$ cat src/rtl/adc_fill_pkg.sv
// adc_fill_pkg: shared fill-type encodings, FSM state enum and count width default
package adc_fill_pkg;
  localparam int CNT_W_DEF = 23;
  localparam logic [1:0] FILL_NONE  = 2'b00;
  localparam logic [1:0] FILL_MUON  = 2'b01;
  localparam logic [1:0] FILL_LASER = 2'b10;
  localparam logic [1:0] FILL_PED   = 2'b11;
  typedef enum logic [1:0] {ST_IDLE, ST_LOAD, ST_ACQUIRE, ST_DONE} state_e;
endpackage

$ cat src/rtl/adc_fill_sequencer_if.sv
// adc_fill_sequencer_if: trigger, sizing, burst stream and completion signals of one fill sequencer
interface adc_fill_sequencer_if
  import adc_fill_pkg::*;
#(
  parameter int CNT_W     = CNT_W_DEF,
  parameter int FILLNUM_W = 24
);
  logic                 trigger;
  logic [1:0]           trigger_type;
  logic [CNT_W-1:0]     num_muon_bursts;
  logic [CNT_W-1:0]     num_laser_bursts;
  logic [CNT_W-1:0]     num_ped_bursts;
  logic                 burst_valid;
  logic                 burst_ready;
  logic                 acq_enable;
  logic                 busy;
  logic [1:0]           fill_type;
  logic [CNT_W-1:0]     fill_bursts;
  logic [CNT_W-1:0]     bursts_done;
  logic [FILLNUM_W-1:0] fill_number;
  logic                 fill_done;
  logic                 done_ack;
  logic [7:0]           missed_triggers;
  logic                 timeout_flag;
  modport master (
    output trigger, trigger_type, num_muon_bursts, num_laser_bursts, num_ped_bursts,
    output burst_valid, done_ack,
    input  burst_ready, acq_enable, busy, fill_type, fill_bursts, bursts_done,
    input  fill_number, fill_done, missed_triggers, timeout_flag
  );
  modport slave (
    input  trigger, trigger_type, num_muon_bursts, num_laser_bursts, num_ped_bursts,
    input  burst_valid, done_ack,
    output burst_ready, acq_enable, busy, fill_type, fill_bursts, bursts_done,
    output fill_number, fill_done, missed_triggers, timeout_flag
  );
endinterface

$ cat src/rtl/adc_fill_size_sel.sv
// adc_fill_size_sel: resolves fill type to burst count, registered when enabled (LOAD)
module adc_fill_size_sel
  import adc_fill_pkg::*;
#(
  parameter int CNT_W = CNT_W_DEF
) (
  input  logic             clk,
  input  logic             rst_n,
  input  logic             en_i,
  input  logic [1:0]       type_i,
  input  logic [CNT_W-1:0] muon_i,
  input  logic [CNT_W-1:0] laser_i,
  input  logic [CNT_W-1:0] ped_i,
  output logic [CNT_W-1:0] sel_o,
  output logic [CNT_W-1:0] size_o
);
  logic [CNT_W-1:0] size_d, size_q;
  // type-to-size mux; FILL_NONE resolves to an empty fill
  always_comb
    size_d = type_i == FILL_MUON  ? muon_i  :
             type_i == FILL_LASER ? laser_i :
             type_i == FILL_PED   ? ped_i   : '0;
  // size is captured once per fill so later register writes do not disturb it
  always_ff @(posedge clk or negedge rst_n)
    if (!rst_n) size_q <= '0;
    else if (en_i) size_q <= size_d;
  assign sel_o  = size_d;
  assign size_o = size_q;
endmodule

$ cat src/rtl/adc_fill_sequencer.sv
// adc_fill_sequencer: trigger-to-completion fill FSM; optional watchdog via ADC_FILL_SEQ_TIMEOUT_EN
module adc_fill_sequencer
  import adc_fill_pkg::*;
#(
  parameter int CNT_W          = CNT_W_DEF,
  parameter int FILLNUM_W      = 24,
  parameter int TIMEOUT_CYCLES = 65535
) (
  input logic                clk,
  input logic                rst_n,
  adc_fill_sequencer_if.slave bus
);
  localparam logic [1:0] S_IDLE = ST_IDLE;
  localparam logic [1:0] S_LOAD = ST_LOAD;
  localparam logic [1:0] S_ACQ  = ST_ACQUIRE;
  localparam logic [1:0] S_DONE = ST_DONE;
  logic [1:0]           state_q, state_d, type_q, type_d;
  logic [CNT_W-1:0]     done_q, done_d, size_sel, size_q;
  logic [FILLNUM_W-1:0] fnum_q, fnum_d;
  logic [7:0]           miss_q, miss_d;
  logic                 start, accept, wd_hit;
  assign start  = state_q == S_IDLE && bus.trigger;
  assign accept = bus.burst_valid && bus.burst_ready;
  adc_fill_size_sel #(.CNT_W(CNT_W)) u_size (
    .clk    (clk),
    .rst_n  (rst_n),
    .en_i   (state_q == S_LOAD),
    .type_i (type_q),
    .muon_i (bus.num_muon_bursts),
    .laser_i(bus.num_laser_bursts),
    .ped_i  (bus.num_ped_bursts),
    .sel_o  (size_sel),
    .size_o (size_q)
  );
`ifdef ADC_FILL_SEQ_TIMEOUT_EN
  logic [15:0] wd_q, wd_d;
  logic        timeout_q, timeout_d;
  assign wd_hit = state_q == S_ACQ && !accept && wd_q == 16'(TIMEOUT_CYCLES - 1);
  // idle-burst watchdog, restarted by every accepted burst; flag cleared by the next trigger
  always_comb begin
    wd_d      = (state_q != S_ACQ || accept) ? '0 : wd_q + 16'd1;
    timeout_d = start ? 1'b0 : wd_hit ? 1'b1 : timeout_q;
  end
  // watchdog state
  always_ff @(posedge clk or negedge rst_n)
    if (!rst_n) begin
      wd_q      <= '0;
      timeout_q <= 1'b0;
    end else begin
      wd_q      <= wd_d;
      timeout_q <= timeout_d;
    end
  assign bus.timeout_flag = timeout_q;
`else
  logic unused_cfg;
  assign unused_cfg       = ^TIMEOUT_CYCLES;
  assign wd_hit           = 1'b0;
  assign bus.timeout_flag = 1'b0;
`endif
  // next-state and per-fill bookkeeping
  always_comb begin
    state_d = state_q;
    type_d  = type_q;
    done_d  = done_q;
    fnum_d  = fnum_q;
    miss_d  = (bus.trigger && state_q != S_IDLE && miss_q != 8'hff) ? miss_q + 8'd1 : miss_q;
    case (state_q)
      S_IDLE:
        if (bus.trigger) begin
          type_d  = bus.trigger_type;
          fnum_d  = fnum_q + 1'b1;
          done_d  = '0;
          state_d = S_LOAD;
        end
      S_LOAD: state_d = size_sel == '0 ? S_DONE : S_ACQ;
      S_ACQ:
        if (accept) begin
          done_d  = done_q + 1'b1;
          state_d = done_d == size_q ? S_DONE : S_ACQ;
        end else if (wd_hit) begin
          state_d = S_DONE;
        end
      default: state_d = bus.done_ack ? S_IDLE : S_DONE;
    endcase
  end
  // state registers
  always_ff @(posedge clk or negedge rst_n)
    if (!rst_n) begin
      state_q <= S_IDLE;
      type_q  <= FILL_NONE;
      done_q  <= '0;
      fnum_q  <= '0;
      miss_q  <= '0;
    end else begin
      state_q <= state_d;
      type_q  <= type_d;
      done_q  <= done_d;
      fnum_q  <= fnum_d;
      miss_q  <= miss_d;
    end
  assign bus.acq_enable      = state_q == S_ACQ;
  assign bus.burst_ready     = state_q == S_ACQ && done_q != size_q;
  assign bus.busy            = state_q != S_IDLE;
  assign bus.fill_done       = state_q == S_DONE;
  assign bus.fill_type       = type_q;
  assign bus.fill_bursts     = size_q;
  assign bus.bursts_done     = done_q;
  assign bus.fill_number     = fnum_q;
  assign bus.missed_triggers = miss_q;
endmodule

$ cat src/flat_wrapper.sv
// flat-port wrapper written by rule: the top's interface ports become plain ports
module adc_fill_sequencer_flat import adc_fill_pkg::*;
#(
  parameter int CNT_W          = CNT_W_DEF,
  parameter int FILLNUM_W      = 24,
  parameter int TIMEOUT_CYCLES = 65535
)
  (clk, rst_n, bus_trigger, bus_trigger_type, bus_num_muon_bursts, bus_num_laser_bursts, bus_num_ped_bursts, bus_burst_valid, bus_done_ack, bus_burst_ready, bus_acq_enable, bus_busy, bus_fill_type, bus_fill_bursts, bus_bursts_done, bus_fill_number, bus_fill_done, bus_missed_triggers, bus_timeout_flag);
  adc_fill_sequencer_if #(.CNT_W(CNT_W), .FILLNUM_W(FILLNUM_W)) bus_i ();
  input logic clk;
  input logic rst_n;
  input wire logic [$bits(bus_i.trigger)-1:0] bus_trigger;
  input wire logic [$bits(bus_i.trigger_type)-1:0] bus_trigger_type;
  input wire logic [$bits(bus_i.num_muon_bursts)-1:0] bus_num_muon_bursts;
  input wire logic [$bits(bus_i.num_laser_bursts)-1:0] bus_num_laser_bursts;
  input wire logic [$bits(bus_i.num_ped_bursts)-1:0] bus_num_ped_bursts;
  input wire logic [$bits(bus_i.burst_valid)-1:0] bus_burst_valid;
  input wire logic [$bits(bus_i.done_ack)-1:0] bus_done_ack;
  output wire logic [$bits(bus_i.burst_ready)-1:0] bus_burst_ready;
  output wire logic [$bits(bus_i.acq_enable)-1:0] bus_acq_enable;
  output wire logic [$bits(bus_i.busy)-1:0] bus_busy;
  output wire logic [$bits(bus_i.fill_type)-1:0] bus_fill_type;
  output wire logic [$bits(bus_i.fill_bursts)-1:0] bus_fill_bursts;
  output wire logic [$bits(bus_i.bursts_done)-1:0] bus_bursts_done;
  output wire logic [$bits(bus_i.fill_number)-1:0] bus_fill_number;
  output wire logic [$bits(bus_i.fill_done)-1:0] bus_fill_done;
  output wire logic [$bits(bus_i.missed_triggers)-1:0] bus_missed_triggers;
  output wire logic [$bits(bus_i.timeout_flag)-1:0] bus_timeout_flag;
  assign bus_i.trigger = bus_trigger;
  assign bus_i.trigger_type = bus_trigger_type;
  assign bus_i.num_muon_bursts = bus_num_muon_bursts;
  assign bus_i.num_laser_bursts = bus_num_laser_bursts;
  assign bus_i.num_ped_bursts = bus_num_ped_bursts;
  assign bus_i.burst_valid = bus_burst_valid;
  assign bus_i.done_ack = bus_done_ack;
  assign bus_burst_ready = bus_i.burst_ready;
  assign bus_acq_enable = bus_i.acq_enable;
  assign bus_busy = bus_i.busy;
  assign bus_fill_type = bus_i.fill_type;
  assign bus_fill_bursts = bus_i.fill_bursts;
  assign bus_bursts_done = bus_i.bursts_done;
  assign bus_fill_number = bus_i.fill_number;
  assign bus_fill_done = bus_i.fill_done;
  assign bus_missed_triggers = bus_i.missed_triggers;
  assign bus_timeout_flag = bus_i.timeout_flag;
  adc_fill_sequencer #(.CNT_W(CNT_W), .FILLNUM_W(FILLNUM_W), .TIMEOUT_CYCLES(TIMEOUT_CYCLES)) u_core (.clk(clk), .rst_n(rst_n), .bus(bus_i));
endmodule
$ cat config.mk
export PLATFORM = sky130hd
export DESIGN_NAME = adc_fill_sequencer_flat
export DESIGN_NICKNAME = d
export VERILOG_FILES = /design/src/rtl/adc_fill_pkg.sv /design/src/rtl/adc_fill_sequencer_if.sv /design/src/rtl/adc_fill_size_sel.sv /design/src/rtl/adc_fill_sequencer.sv /design/src/flat_wrapper.sv
export SDC_FILE = /design/constraint.sdc
export NUM_CORES = 1
export LEC_CHECK = 0
export CAP_MARGIN = 0
export CORE_MARGIN = 1.5
export CORE_UTILIZATION = 65
export DETAILED_ROUTE_END_ITERATION = 7
export DONT_BUFFER_PORTS = 1
export PLACE_DENSITY = 0.9
export SETUP_SLACK_MARGIN = 0.02
export SYNTH_ARGS = -nofsm -noshare
export SYNTH_HDL_FRONTEND = slang
export SYNTH_SLANG_ARGS = --single-unit
$ cat constraint.sdc
create_clock -name clk -period 4.45 [get_ports clk]
set_input_delay 0.89 -clock clk [delete_from_list [all_inputs] [get_ports clk]]
set_output_delay 0.89 -clock clk [all_outputs]
set_load 0.1 [all_outputs]
==> summary.md <==
| Metric | Value |
|---|---|
| Avg WL per Cell | 22.45 um |
| Flop pwr share | 31.9% |
| Top post-synthesis cells by area | dfrtp_1 41%, xnor2_1 7.0%, mux2_2 6.1%, xor2_1 5.8%, nor2_1 3.8% |
| Placed instance count | 655 |
| DR iter-0 viols | 490 |
| Met2 WL post-DR | 7.343 mm |
| Clk_lat worst skew | 0.38 ns |
| RSZ-0062 raised after global routing | false |
| Layout Utilization | 76.07% |
| Die Ht | 90.51 um |
| Commonest cells in the netlist | 82 x dfrtp_1, 51 x nor2_1, 40 x xnor2_1 |
| Row cnt | 31 |
| Clk pwr share | 11.4% |
| Gr ovfl total | 0 |
| Largest net degree at the start of global routing | 83 |
| Ys flop type | dfrtp_1 |
| DRC Markers | 0 |
| Drt pass-1 iters | 5 |
| Comb pwr share | 56.7% |
| Clk buf depth | 2 |
| Gpl congestion | 0.9704 |
| Maximum clock rate | 288.6 MHz |
| Vias/cell | 6.699 |
| Top cell type by total area after synthesis | dfrtp_1 |
| Post-CTS sizing | 0 |
| FILL cells | 500 |
| Worst hold slack | 0.1906 ns |
| Max Cap Viol | 0 |
| Crit path cell chain | buf_4 -> xor2_1 -> nor4_1 -> nand4b_1 -> or2_1 -> and2_1 |
| Sw frac | 61.41% |
| Sink Count | 82 |
| Pwr dens | 848.0 nW/um^2 |
| Vias in the first global route | 4374 |
| IO Pins | 161 |
| Post-layout net count | 650 |
| Ys async rst share | 100.0% |
| Worst-Margin Slew | 1.122 ns |
| Post-route ant nets | 0 |
| WL met1 | 5.813 mm |
| Global-route wire length before repair | 23.25 mm |
| CTS Hold Bufs | 0 |
| Syn Std Cell Area | 4977 um^2 |
| Total track usage | 36.70% |
| Startpoint type of the worst setup path | flop |
| Post-Synthesis Cells | 531 |
| Worst-path clk slew | 0.10 ns |
| Setup TNS | 0 ns |
| Synth Register Bits | 82 |
| WL met3 | 1.320 mm |
| Slowest cell delay on critical path | 0.78 ns |
| Crit path max-delay family | simple AND/OR/NAND/NOR gates |
| Post-layout min period | 3.465 ns |
| Port Buffers | 0 |
| DP HPWL | 11.26 mm |
| Max-slew headroom | 25.21% |
| Cts bufs inserted | 9 |
| Via count | 4495 |
| Worst setup EP type | output port |
| Worst reg2reg setup slack | 1.30 ns |
| Syn. warnings | 0 |
| Crit share post-route | 77.88% |
| CP Buf/Inv Count | 1 |
| DRT Wirelength | 15.06 mm |
| TritonCTS clock tree | done |
| Sw power | 2.904 mW |
| P_leak | 2.436 nW |
| Antenna violations before repair | 0 |
| CP required | 3.56 ns |
| Initial Util | 67.90% |
| Sequential area share after synthesis | 41.23% |
| Fin cells | 671 |
| Maximum vdd drop | 0.0007950 V |
| Setup Buffers After CTS | 0 |
| Count of final max-slew check failures | 0 |
| Worst Path Arrival | 2.58 ns |
| Top-count cell post-synth | dfrtp_1 |
| Die outline area | 8191 um^2 |
| Post-synth EDFFs | 0 |
| Worst Hold Class | in2async |
| Avg Synthesized Cell Area | 9.373 um^2 |
| Post-synth top area share | 41.23% |
| CTS Root Cell | clkbuf_8 |
| Synth Net Count | 614 |
| Outcome | finished, final reports clean |
| Slowest CP cell | and2_1 |
| H-tree Lvls | 3 |
| CP Max Fanout | 3 |
| Unique cell type count in the Yosys netlist | 53 |
| Die Width | 90.51 um |
| # diodes | 0 |
| Top sig layer | met4 |
| Clock Skews | 0.01178 ns |
| Core ar. | 7331 um^2 |
| CP Class | reg2out |
| P_int | 1.825 mW |
| Fin. Hold Viols | 0 |
| Final setup violation count | 0 |
| Layout cells sized above 1 | 18.88% |
| P&R area growth vs syn | 12.04% |
-- cells in the final DEF, fill, tap and decap left out, types with 7 or more instances in the layout --
master,instances
nand2_1,31
dfrtp_1,80
a21oi_1,38
and3_1,12
nor2_1,51
inv_1,9
o21ai_0,18
buf_4,56
xor2_1,33
o31ai_1,10
nand3_1,21
and2_1,7
ha_1,7
a22oi_1,23
mux2_2,27
nand4_1,24
clkbuf_8,9
nor4_1,9
xnor2_1,40
-- power groups by stage --
stage | Combinational, mW | Sequential, mW | Clock, mW
detailed placement | 2.63 | 1.51 | 0
CTS | 2.65 | 1.50 | 0.531
global route | 2.79 | 1.53 | 0.555
global placement | 2.57 | 1.49 | 0
floorplan | 1.15 | 2.40 | 0
finish | 2.68 | 1.51 | 0.539
-- area by class of cell --
type                    count  area, um^2  area share (%)
well taps                  99       123.9           2.221
inverters                  10       37.54          0.6731
flip-flops and latches     82        2054           36.84
clock inverters             7       62.56           1.122
repair buffers             56       420.4           7.539
multi-input cells         408        2754           49.38
clock buffers               9       123.9           2.221
-- flip-flops by register name, summed over array words and instances, names as in the netlist --
register	flops
u_core.state_q	2
u_core.bus.bursts_done	23
u_core.u_size.size_o	23
u_core.bus.missed_triggers	8
u_core.bus.fill_type	2
u_core.bus.fill_number	24
-- through the flow --
stage	power, mW	area (um^2)	setup WS (ns)
floorplan	3.547	4977	1.038
global placement	4.061	5390	1.455
detailed placement	4.147	5390	1.423
CTS	4.680	5577	1.005
global route	4.871	5577	0.9022
finish	4.729	5577	0.9845
-- logic make-up (layout without fill, tap and decap cells) --
kind of cell	Yosys count	count (layout)	share of synthesized area [%]
flops	82	82	41.23
other cells	1	1	0.07534
mux	30	30	6.712
xor+xnor	74	74	13.17
fa+ha+maj	7	7	1.760
simple gates	189	189	20.26
buf+inv	41	82	3.444
compound gates	107	107	13.35
-- routing by layer --
metal | track usage (%) | vias up
li1 | - | 1983
met1 | 45.89 | 2148
met2 | 60.96 | 308
met3 | 8.249 | 56
met4 | 15.87 | 0
met5 | 0 | -
-- worst paths after layout --
path | from | to | depth (start not counted)
hold / removal | rst_n | u_core.bus.bursts_done[11]$_DFFE_PN0P_ | 0
hold reg to reg | u_core.state_q[1]$_DFFE_PN0P_ | u_core.state_q[1]$_DFFE_PN0P_ | 2
min in group clk | u_core.state_q[1]$_DFFE_PN0P_ | u_core.state_q[1]$_DFFE_PN0P_ | 2
max in group asynchronous | rst_n | u_core.bus.bursts_done[0]$_DFFE_PN0P_ | 0
setup / recovery | u_core.u_size.size_o[21]$_DFFE_PN0P_ | bus_burst_ready | 6
setup reg to reg | u_core.bus.bursts_done[1]$_DFFE_PN0P_ | u_core.state_q[0]$_DFFE_PN0P_ | 8
No activity file was read; power rests on OpenSTA's default activity.
==> variant (same settings) <==
`FILLNUM_W` is set to 24 in 3 places; all go to 48.
--- a/src/rtl/adc_fill_sequencer_if.sv
+++ b/src/rtl/adc_fill_sequencer_if.sv
@@ -3,7 +3,7 @@
   import adc_fill_pkg::*;
 #(
   parameter int CNT_W     = CNT_W_DEF,
-  parameter int FILLNUM_W = 24
+  parameter int FILLNUM_W = 48
 );
   logic                 trigger;
   logic [1:0]           trigger_type;
--- a/src/rtl/adc_fill_sequencer.sv
+++ b/src/rtl/adc_fill_sequencer.sv
@@ -3,7 +3,7 @@
   import adc_fill_pkg::*;
 #(
   parameter int CNT_W          = CNT_W_DEF,
-  parameter int FILLNUM_W      = 24,
+  parameter int FILLNUM_W      = 48,
   parameter int TIMEOUT_CYCLES = 65535
 ) (
   input logic                clk,
--- a/src/flat_wrapper.sv
+++ b/src/flat_wrapper.sv
@@ -2,7 +2,7 @@
 module adc_fill_sequencer_flat import adc_fill_pkg::*;
 #(
   parameter int CNT_W          = CNT_W_DEF,
-  parameter int FILLNUM_W      = 24,
+  parameter int FILLNUM_W      = 48,
   parameter int TIMEOUT_CYCLES = 65535
 )
   (clk, rst_n, bus_trigger, bus_trigger_type, bus_num_muon_bursts, bus_num_laser_bursts, bus_num_ped_bursts, bus_burst_valid, bus_done_ack, bus_burst_ready, bus_acq_enable, bus_busy, bus_fill_type, bus_fill_bursts, bus_bursts_done, bus_fill_number, bus_fill_done, bus_missed_triggers, bus_timeout_flag);
Interface: changed (resized bus_fill_number); port bits go from 161 to 185. The function was not compared with the original's and may differ.
==> variant against the unedited design <==
Area after synthesis rose by 25%. Wire length up 16%. Global-route usage fell by 1.9 points. Cell area is 25% higher. Highest routed layer unchanged. Largest power group unchanged. Critical endpoint unchanged. Non-clock buffer count up 18. Setup slack lost 270 ps. Total power rose by 5.5%. Sequential cell count increased by 24.
==> variant: results (changes against the unedited design) <==
| Metric | Value |
|---|---|
| Run status | completed |
| Slowest-stage cell, CP | or4_4 |
| DP Wirelength | 13300 microns (+18%) |
| Hold Slack | 193 ps (+2.03 ps) |
| Grt met2 use | 0.557 (-0.0525) |
| Number of flip-flops in the largest register | 48 (+100%) |
| 1st-iter DRT viols | 367 (-25%) |
| Nets@finish | 776 (+19%) |
| Adder-cell share of the synthesized area | 0.0140 (-0.00357) |
| Critical path origin | u_core.u_size.size_o[4] |
| Avg Inst Size Synth | 9.67 sq um (+3.2%) |
| Placed inst area | 6770 sq um (+26%) |
| Metal2 WL | 8270 microns (+13%) |
| DP Cell Count | 811 (+24%) |
| Sequential cell area fraction in the yosys report | 0.425 (+0.0124) |
| Vias/cell | 6.41 (-4.3%) |
| Worst slew pin tran | 1150 ps (+23.2 ps) |
| Number of distinct library cells after synthesis | 66 (+25%) |
| Placement Setup Slack | 1150 ps (-273 ps) |
| Clock-pin transition on the worst setup and hold timing paths | 120 ps (+20 ps) |
| Via Count | 5301 (+18%) |
| GRT met3 Usage | 0.110 (+0.0278) |
| Arrival time at the worst endpoint | 2850 ps (+270 ps) |
| Met3 wire length | 1650 microns (+25%) |
| Static leakage | 3.02 nW (+24%) |
| Crit-path max cell delay | 600 ps (-180 ps) |
| Fmax achieved | 267 MHz (-7.3%) |
| Post-synthesis mux area share | 0.0551 (-0.0120) |
-- variant: cell types whose count changed after synthesis, sizes merged, moves of 7 or more --
cell / before / now
a21oi: 38 / 25
buf: 9 / 20
dfrtp: 82 / 106
nand2: 31 / 53
nand3: 21 / 29
nor2: 51 / 60
nor3: 5 / 12
xnor2: 40 / 71
xor2: 34 / 21
-- variant: cell type report --
type | instances | area (sq um)
timing repair buffer | 74 | 556
inverter | 13 | 48.8
fill | 673 | 2320
sequential | 106 | 2660
clock inverter | 7 | 65.1
tap | 129 | 161
clock buffer | 9 | 124
multi-input combinational | 489 | 3350
-- variant: where the power goes --
group          leakage, nW  internal (mW)  switching [mW]
combinational         1.53          0.697            2.10
clock               0.0978          0.217           0.369
sequential            1.39           1.14           0.459
total                 3.02           2.06            2.93
-- variant: worst reg2reg max path: cells and delay by family (launching register included) --
family | cells | cell delay, ps
flops | 1 | 390
xor+xnor | 2 | 550
compound gates | 1 | 860
simple gates | 4 | 980
buf+inv | 1 | 230
